**src/rtl/imem_boot_loader_pkg.sv**
```systemverilog
// imem_boot_loader shared constants.
// State encoding and frame header length.
package imem_boot_loader_pkg;

  typedef enum logic [2:0] {
    IDLE   = 3'd0,
    LEN_HI = 3'd1,
    LEN_LO = 3'd2,
    DATA   = 3'd3,
    WRITE  = 3'd4,
    CSUM   = 3'd5,
    DONE   = 3'd6,
    ERR    = 3'd7
  } state_t;

  localparam int HDR_LEN = 2;

endpackage

```
**src/rtl/imem_boot_loader_word_assembler.sv**
```systemverilog
// Packs bytes MSB-first into a 32-bit word.
// Ports: clk, rst (async low), clr, en, din -> word, idx, full, xsum.
module imem_boot_loader_word_assembler (
  input  logic        clk,
  input  logic        rst,
  input  logic        clr,
  input  logic        en,
  input  logic [7:0]  din,
  output logic [31:0] word,
  output logic [1:0]  idx,
  output logic        full,
  output logic [7:0]  xsum
);

  always_ff @(posedge clk or negedge rst) begin
    if (!rst) begin
      word <= '0;
      idx  <= '0;
      xsum <= '0;
    end else if (clr) begin
      word <= '0;
      idx  <= '0;
      xsum <= '0;
    end else if (en) begin
      word <= {word[23:0], din};
      idx  <= idx + 2'd1;
      xsum <= xsum ^ din;
    end
  end

  // Next shifted byte completes the word.
  assign full = (idx == 2'd3);

endmodule

```
**src/rtl/imem_boot_loader.sv**
```systemverilog
// Byte-stream program loader into instruction BRAM.
// Ports: clk, rst, start, rx_* stream, imem_* write, core_hold, done, error, word_count.
module imem_boot_loader
  import imem_boot_loader_pkg::*;
#(
  parameter int ADDR_W    = 10,
  parameter int MAX_WORDS = 1024
) (
  input  logic              clk,
  input  logic              rst,
  input  logic              start,
  input  logic              rx_valid,
  input  logic [7:0]        rx_data,
  output logic              rx_ready,
  output logic              imem_we,
  output logic [ADDR_W-1:0] imem_addr,
  output logic [31:0]       imem_wdata,
  output logic              core_hold,
  output logic              done,
  output logic              error,
  output logic [15:0]       word_count
);

  localparam logic [15:0] MAXN = 16'(MAX_WORDS);

  state_t      state, state_d;
  logic [15:0] n;
  logic [15:0] wc;
  logic        hs;
  logic        clr;
  logic        full;
  logic [1:0]  idx;
  logic [7:0]  xsum;
  logic [15:0] len;
  logic        len_bad;

  assign hs      = rx_valid & rx_ready;
  assign len     = {n[15:8], rx_data};
  assign len_bad = (len == 16'd0) || (len > MAXN);

  imem_boot_loader_word_assembler u_asm (
    .clk  (clk),
    .rst  (rst),
    .clr  (clr),
    .en   (hs && state == DATA),
    .din  (rx_data),
    .word (imem_wdata),
    .idx  (idx),
    .full (full),
    .xsum (xsum)
  );

  always_comb begin
    state_d = state;
    clr     = 1'b0;
    unique case (state)
      IDLE, DONE, ERR: begin
        if (start) begin
          state_d = LEN_HI;
          clr     = 1'b1;
        end
      end
      LEN_HI: if (hs) state_d = LEN_LO;
      LEN_LO: if (hs) state_d = len_bad ? ERR : DATA;
      DATA:   if (hs && full) state_d = WRITE;
      WRITE:  state_d = (wc + 16'd1 < n) ? DATA : CSUM;
      CSUM:   if (hs) state_d = (rx_data == xsum) ? DONE : ERR;
      default: state_d = IDLE;
    endcase
  end

  always_ff @(posedge clk or negedge rst) begin
    if (!rst) begin
      state   <= IDLE;
      n       <= '0;
      wc      <= '0;
      imem_we <= 1'b0;
    end else begin
      state   <= state_d;
      imem_we <= (state_d == WRITE);
      if (clr)
        wc <= '0;
      else if (state == WRITE)
        wc <= wc + 16'd1;
      if (hs && state == LEN_HI)
        n[15:8] <= rx_data;
      if (hs && state == LEN_LO)
        n[7:0] <= rx_data;
    end
  end

  assign rx_ready = (state == LEN_HI) || (state == LEN_LO) ||
                    (state == DATA)   || (state == CSUM);

  // A restart from DONE re-holds the core in the start cycle itself.
  assign done       = (state == DONE) && !start;
  assign core_hold  = !done;
  assign error      = (state == ERR);
  assign word_count = wc;
  assign imem_addr  = wc[ADDR_W-1:0];

  logic unused;
  assign unused = ^idx;

endmodule
```
**config.mk**
```make
export PLATFORM = sky130hd
export DESIGN_NAME = imem_boot_loader
export DESIGN_NICKNAME = d
export VERILOG_FILES = /design/src/rtl/imem_boot_loader_pkg.sv /design/src/rtl/imem_boot_loader_word_assembler.sv /design/src/rtl/imem_boot_loader.sv
export SDC_FILE = /design/constraint.sdc
export NUM_CORES = 1
export LEC_CHECK = 0
export BUFFER_PORTS_ARGS = -buffer_cell sky130_fd_sc_hd__buf_2
export CELL_PAD_IN_SITES_DETAIL_PLACEMENT = 2
export CELL_PAD_IN_SITES_GLOBAL_PLACEMENT = 2
export CORE_MARGIN = 2
export CORE_UTILIZATION = 33
export CTS_CLUSTER_DIAMETER = 30
export DETAILED_ROUTE_END_ITERATION = 10
export PLACE_DENSITY_LB_ADDON = 0.2
export SYNTH_ARGS = -nofsm -noshare
export SYNTH_HDL_FRONTEND = slang
export SYNTH_HIERARCHICAL = 1
export SYNTH_SLANG_ARGS = --single-unit
```
**constraint.sdc**
```tcl
create_clock -name clk -period 7.35 [get_ports clk]
set_input_delay 1.47 -clock clk [delete_from_list [all_inputs] [get_ports clk]]
set_output_delay 1.47 -clock clk [all_outputs]
set_load 0.02 [all_outputs]
```
==> qor.txt, run 1 <==
Outcome - completed
Total Power - 0.00190 W
Mapped cell area - 4260 um^2
PD cells - 381 nW/um^2
Min-Delay Path Class - register to register
Pleak - 2.46 nW
Worst vdd ir - 0.000146 V
Post-synthesis xor/xnor area fraction - 5.52%
Placed cell area - 4670 um^2
Vias in the first global route - 3587
EDFF count, synth - 0
Die area - 13800 um^2
R2r endpoint - state[2]$_DFF_PN0_
Pin count of the biggest net entering global routing - 79
Mapped Nets - 459
CTS tree - done
Max Slew Vio Count - 0
Most frequent cells in the layout - 78 x dfrtp_1, 73 x buf_2, 53 x nor2_1
Post-Synth Adder-Cell Area - 4.99%
Routed WL per cell - 17.0 um
CP Max Fanout - 4
Worst-path cell chain - buf_2 > nand2b_1 > or2_2 > inv_1 > buf_2
Residual DRC count - 0
Grt met2 use - 29.1%
RD Place Congestion - 0.776
GRT Overall Usage - 17.2%
Min-Delay Startpoint - u_asm/word[29]$_DFFE_PN0P_
Period utilization - 50.8%
Num rows - 41
Dominant cells by area after synthesis - dfrtp_1 46%, mux2i_1 7.7%, ha_1 5.0%, nor2_1 4.8%, nand2_1 3.9%
DR iter-0 viols - 155
Startpoint types - input port
R2R Setup Slk - 4.39 ns
Clk_lat worst skew - 0.34 ns
WP data required - 5.88 ns
Nets - 516
Post-synthesis compound-gate area fraction - 12.7%
Max incr delay on CP - 0.32 ns
Hold Buf Count CTS - 0
Final setup viols - 0
Count of non-filler cells in the finished layout - 662
Post-synthesis simple-gate area fraction - 16.5%
Yosys cell types - 52
P_sw - 0.000744 W
Tightest Pin Transition - 1.03 ns
Top Ports - 75
Met1 Usage GRT - 22.1%
Unrepaired setup endpoints after global routing - false
Number of synthesized register bits - 78
Area Growth Syn to Fin - 17.1%
Antenna Nets Post-Route - 0
Mean post-synth cell area - 9.92 um^2
Int Power - 0.00116 W
Total of warnings raised by yosys - 6
Final min period - 3.74 ns
GR Util met3 - 3.25%
Hold Path Depth - 2
Avg Vias per Cell - 5.05
Setup repair bufs after CTS - 0
Async SR Flop Fraction - 100%
Leading cell type in the layout, fill and taps excluded - dfrtp_1
GR Overflow Total - 0
Slew HR - 31.4%
Critical path class - input port to output port
Most Used Layer, Global Route - met2
Clock root buffer - clkbuf_16
FILL cells - 1411
Sw Ratio - 39.1%
Worst path buffer plus inverter count - 3
Fmax - 268 MHz
Multi-input gate area - 2040 um^2
Synth Flop Type - dfrtp_1
Ant diodes - 0
Cts bufs inserted - 9
Sink Count - 78
Number of antenna violations at the first check in global routing - 0
Total of max-cap violations - 0
Cells after DPL - 648
Clk pwr share - 25.6%
Final core utilization - 39.6%
Die Y - 118 um
Setup skew after layout - 0.00791 ns
Register area share after synthesis - 45.8%
Worst Hold End - u_asm/word[29]$_DFFE_PN0P_
Mux cell area share after synthesis - 8.01%
Area leader, netlist - dfrtp_1
Via count - 3345
Detail Placement HPWL - 7800 um
Port-buffer cells - 74
CP arrival - 2.27 ns
FF+latch area - 1950 um^2
First-pass GRT wire length - 19100 um
CTS clk-pin slew, worst paths - 0.05 ns
Pre-antenna DRT Iters - 4
WL final - 11200 um
Mapped Cells - 430
Sequential share of power - 37.0%
# resized after CTS - 0
Synth top area share - 45.8%
Initial core utilization - 33.8%
Main combinational cell family by area after synthesis - simple AND/OR/NAND/NOR gates
Core area - 12600 um^2
Htree depth - 3
Delay-heaviest family, CP - simple AND/OR/NAND/NOR gates
Logic pwr share - 37.4%
Final hold vios - 0
Critical Path Sink Type - output port
R2R cell count - 11
Fraction of layout cells with a size suffix above 1 - 22.9%
R2R Path Start - word_count[0]$_DFFE_PN0P_
Slowest stage cell, crit path - or2_2
Clock Path Buffers - 2
Die Wd - 118 um
Setup TNS - 0 ns
Most used cell, CP - buf_2
Post-Layout Inst Area - 4990 um^2
-- final cells by class --
class | instances | area share, %
Multi-Input combinational cell | 302 | 40.9
Sequential cell | 78 | 39.1
Timing Repair Buffer | 76 | 7.77
Clock buffer | 11 | 5.06
Tap cell | 172 | 4.31
Inverter | 20 | 1.50
Clock inverter | 3 | 1.38
-- per-layer routing --
layer	vias up	part of all wire [%]	routed length [um]
li1	1576	-	-
met1	1716	45	5100
met2	41	51	5680
met3	12	2.6	297
met4	0	1.4	161
met5	-	0	0
-- how the worst max path moves through the flow --
| stage | startpoint | endpoint | slack (ns) | depth (start not counted) |
|---|---|---|---|---|
| floorplan | start | done | 3.73 | 3 |
| global placement | start | done | 3.63 | 5 |
| detailed placement | start | done | 3.61 | 5 |
| CTS | start | done | 3.61 | 5 |
| global route | start | done | 3.56 | 5 |
| finish | start | done | 3.61 | 5 |
-- kinds of logic after synthesis --
| group | count (synthesis) |
|---|---|
| AO/OA/AOI/OAI | 81 |
| AND/OR/NAND/NOR | 144 |
| buffers and inverters | 50 |
| flip-flops | 78 |
| adder cells (fa/ha/maj) | 17 |
| multiplexers | 34 |
| XOR/XNOR | 26 |
-- power by group through the flow --
| stage | combinational [W] | clock [W] | sequential [W] |
|---|---|---|---|
| floorplan | 0.000446 | 0 | 0.000765 |
| global placement | 0.000688 | 0 | 0.000701 |
| detailed placement | 0.000722 | 0 | 0.000712 |
| CTS | 0.000729 | 0.000505 | 0.000707 |
| global route | 0.000797 | 0.000517 | 0.000730 |
| finish | 0.000712 | 0.000488 | 0.000703 |
-- sequential cells by signal (all words and copies together), names as in the netlist --
name,cells
imem_we,1
u_asm/word,32
n,16
u_asm/idx,2
word_count,16
u_asm/xsum,8
state,3
-- cells in the mapped netlist, types with 2 or more instances --
master and count:
nor2_1 54, nor3_1 4, dfrtp_1 78, o22ai_1 2, nand3b_1 8, nor4_1 3, clkbuf_1 8, a21bo_1 8
a21oi_1 16, mux2i_1 33, and4_4 2, o21ai_0 20, and3_1 2, buf_2 4, ha_1 17, o21ai_1 9
a21oi_2 8, xnor2_1 14, a31oi_1 4, inv_1 20, nand4_1 3, buf_4 12, nand2_1 44, nand2b_1 4
nand3_1 10, xor2_1 11, buf_6 5, o31ai_1 3
-- per-stage QoR --
stage	hold WS, ns	setup slack, ns
2_1_floorplan	0.481	3.73
3_3_place_gp	0.499	3.63
3_5_place_dp	0.521	3.61
4_1_cts	0.534	3.61
5_1_grt	0.550	3.56
6_report	0.530	3.61
-- worst reg2reg max path, cell delays in order, from the launching register on --
cell and delay (ns):
dfrtp_1 0.46, ha_1 0.25, and3_4 0.23, and4_4 0.27, and4_4 0.24, xor2_2 0.18, ha_1 0.27, nand3_1 0.12
nor2_1 0.08, a211oi_1 0.21, o211ai_1 0.16, a221o_1 0.38
No activity file was read; power rests on OpenSTA's default activity.
==> run 2: changes to the inputs <==
- ABC_AREA: unset -> 1
- clock period: 7.35 -> 3.7 ns (I/O delays scaled with it)
==> run 2 against run 1 <==
  * Worst setup slack worse by 2.5 ns
  * Highest routed layer unchanged
  * Largest cell class unchanged
  * Total power is 100% higher
  * Combinational power up 120%
  * Worst hold slack lost 0.060 ns
  * Critical path type is now register to register
  * Largest power group unchanged
==> qor.txt, run 2 <==
Clk pwr share - 22.6%
Number of antenna violations at the first check in global routing - 0
Yosys cell types - 37
Setup repair bufs after CTS - 0
GR Overflow Total - 0
Sequential share of power - 36.9%
Worst path buffer plus inverter count - 0
Pin count of the biggest net entering global routing - 79
Leading cell type in the layout, fill and taps excluded - nand2_1
Port-buffer cells - 74
Critical path origin - word_count[0]$_DFFE_PN0P_
Ant diodes - 0
Synth top area share - 43.8%
Number of synthesized register bits - 78
# resized after CTS - 0
Critical path class - register to register
WP data required - 3.92 ns
Placed cell area - 4840 um^2
P_sw - 0.00171 W
Via count - 3795
Synth Flop Type - dfrtp_1
GRT Overall Usage - 19.1%
Nets - 630
Setup TNS - 0 ns
Num rows - 42
Final setup viols - 0
Worst vdd ir - 0.000316 V
Max Slew Vio Count - 0
Mapped cell area - 4450 um^2
Residual DRC count - 0
Top Ports - 75
Clock root buffer - clkbuf_16
Cells after DPL - 766
Max incr delay on CP - 0.46 ns
Antenna Nets Post-Route - 0
Min-Delay Startpoint - u_asm/word[27]$_DFFE_PN0P_
Outcome - completed
Sw Ratio - 45.1%
Most frequent cells in the layout - 155 x nand2_1, 78 x dfrtp_1, 73 x buf_2
Int Power - 0.00208 W
Area leader, netlist - dfrtp_1
Pleak - 2.86 nW
Commonest cells in the netlist - 155 x nand2_1, 78 x dfrtp_1, 60 x inv_1, 40 x nand3_1, 31 x nor2_1
RD Place Congestion - 0.778
Unrepaired setup endpoints after global routing - false
Mapped Nets - 570
Area Growth Syn to Fin - 15.2%
Worst Hold End - u_asm/word[27]$_DFFE_PN0P_
Avg Vias per Cell - 4.85
R2R cell count - 15
Post-Layout Inst Area - 5130 um^2
Clk_lat worst skew - 0.35 ns
Count of non-filler cells in the finished layout - 782
Grt met2 use - 33.8%
Mapped Cells - 541
Async SR Flop Fraction - 100%
Most instantiated library cell after synthesis - nand2_1
Clock Path Buffers - 2
R2R Path Start - word_count[0]$_DFFE_PN0P_
Slew HR - 30.4%
PD cells - 741 nW/um^2
Mean post-synth cell area - 8.23 um^2
GR Util met3 - 3.90%
Number of flip-flops under the largest register name - 32
EDFF count, synth - 0
Hold Slack - 0.470 ns
Cts bufs inserted - 9
Fraction of layout cells with a size suffix above 1 - 22.1%
Period utilization - 69.1%
Detail Placement HPWL - 9570 um
Htree depth - 3
CP Max Fanout - 6
Hold Path Depth - 2
Final min period - 2.56 ns
Total of max-cap violations - 0
Total of warnings raised by yosys - 6
Die area - 14400 um^2
Most used cell, CP - nand2_1
R2R Setup Slk - 1.14 ns
Slowest stage cell, crit path - dfrtp_1
Pre-antenna DRT Iters - 4
Delay-heaviest family, CP - simple AND/OR/NAND/NOR gates
WL final - 13000 um
Dominant cells by area after synthesis - dfrtp_1 44%, nand2_1 13%, inv_1 5.1%, ha_1 4.8%, nand3_1 4.5%
DR iter-0 viols - 93
Register area share after synthesis - 43.8%
Met1 Usage GRT - 22.6%
Most Used Layer, Global Route - met2
Sink Count - 78
Startpoint types - register
CTS clk-pin slew, worst paths - 0.06 ns
First-pass GRT wire length - 21200 um
Logic pwr share - 40.5%
Hold Buf Count CTS - 0
Min-Delay Path Class - register to register
Critical Path Sink Type - register
Worst-path cell chain - ha_1 > nand2_1 > nor2_4 > nand3_2 > nor2_4 > nand4_1 > and2_1 > ha_1 > nand2_1 > o21bai_1 > a21oi_1 > nor2_1 > nand2_1 > nand2_1 > nand3_1
Crit path depth - 15
CP arrival - 2.78 ns
Die Y - 120 um
Die Wd - 120 um
Routed WL per cell - 16.6 um
Core area - 13200 um^2
CTS tree - done
R2r endpoint - state[2]$_DFF_PN0_
Vias in the first global route - 4012
Reg with most FFs - u_asm/word
Tightest Pin Transition - 1.04 ns
Initial core utilization - 33.8%
Fmax - 391 MHz
Setup skew after layout - 0.00929 ns
Final hold vios - 0
[run 2: changes by cell type in the layout (fill, tap and decap cells not counted), moves of 16 or more]
cell     before  now
nand3_1      10   40
inv_1        20   60
nand3_2       1   17
mux2i_1      33    0
nor2_1       53   30
nand2_1      44  155
[run 2: area by class of cell]
type	count	area [um^2]
timing repair buffer	76	388
clock buffer	10	239
tap	176	220
inverter	69	264
fill	1557	8060
sequential	78	1950
clock inverter	6	45.0
multi-input combinational	367	2020
[run 2: cell families after synthesis]
kind of cell / count (synthesis) / share of synthesized area [%]
AO/OA/AOI/OAI: 56 / 6.74
XOR/XNOR: 15 / 3.12
adder cells (fa/ha/maj): 17 / 4.78
buffers and inverters: 96 / 11.0
flip-flops: 78 / 43.8
AND/OR/NAND/NOR: 279 / 30.6
[run 2: layer usage]
layer  vias up  part of all wire (%)
met5         -                     0
met4         0                   1.9
met3        17                   3.8
met2        69                    52
met1      1877                    42
li1       1832                     -
[run 2: tightest hold or removal path: stages, from the launching register on]
cell	delay (ns)
dfrtp_1	0.34
nand2_1	0.05
nand2_1	0.05
[run 2: stage by stage]
| step | setup slack [ns] | power [W] | util, % |
|---|---|---|---|
| finish | 1.14 | 0.00380 | 38.9 |
| global route | 0.878 | 0.00411 | 38.9 |
| CTS | 1.12 | 0.00387 | 38.9 |
| detailed placement | 1.14 | 0.00298 | 36.7 |
| global placement | 1.32 | 0.00289 | 36.7 |
| floorplan | 1.33 | 0.00253 | - |
[run 2: how the worst max path moves through the flow]
stage	to	slack, ns
detailed placement	state[2]$_DFF_PN0_	1.14
CTS	state[2]$_DFF_PN0_	1.12
floorplan	state[1]$_DFF_PN0_	1.33
global placement	state[2]$_DFF_PN0_	1.32
global route	state[2]$_DFF_PN0_	0.88
finish	state[2]$_DFF_PN0_	1.14
[run 2: power by group through the flow]
stage / clock network, W / logic (W) / registers, W
finish: 0.000858 / 0.00154 / 0.00140
global route: 0.000922 / 0.00174 / 0.00145
CTS: 0.000889 / 0.00158 / 0.00141
detailed placement: 0 / 0.00156 / 0.00141
global placement: 0 / 0.00149 / 0.00140
floorplan: 0 / 0.00103 / 0.00150
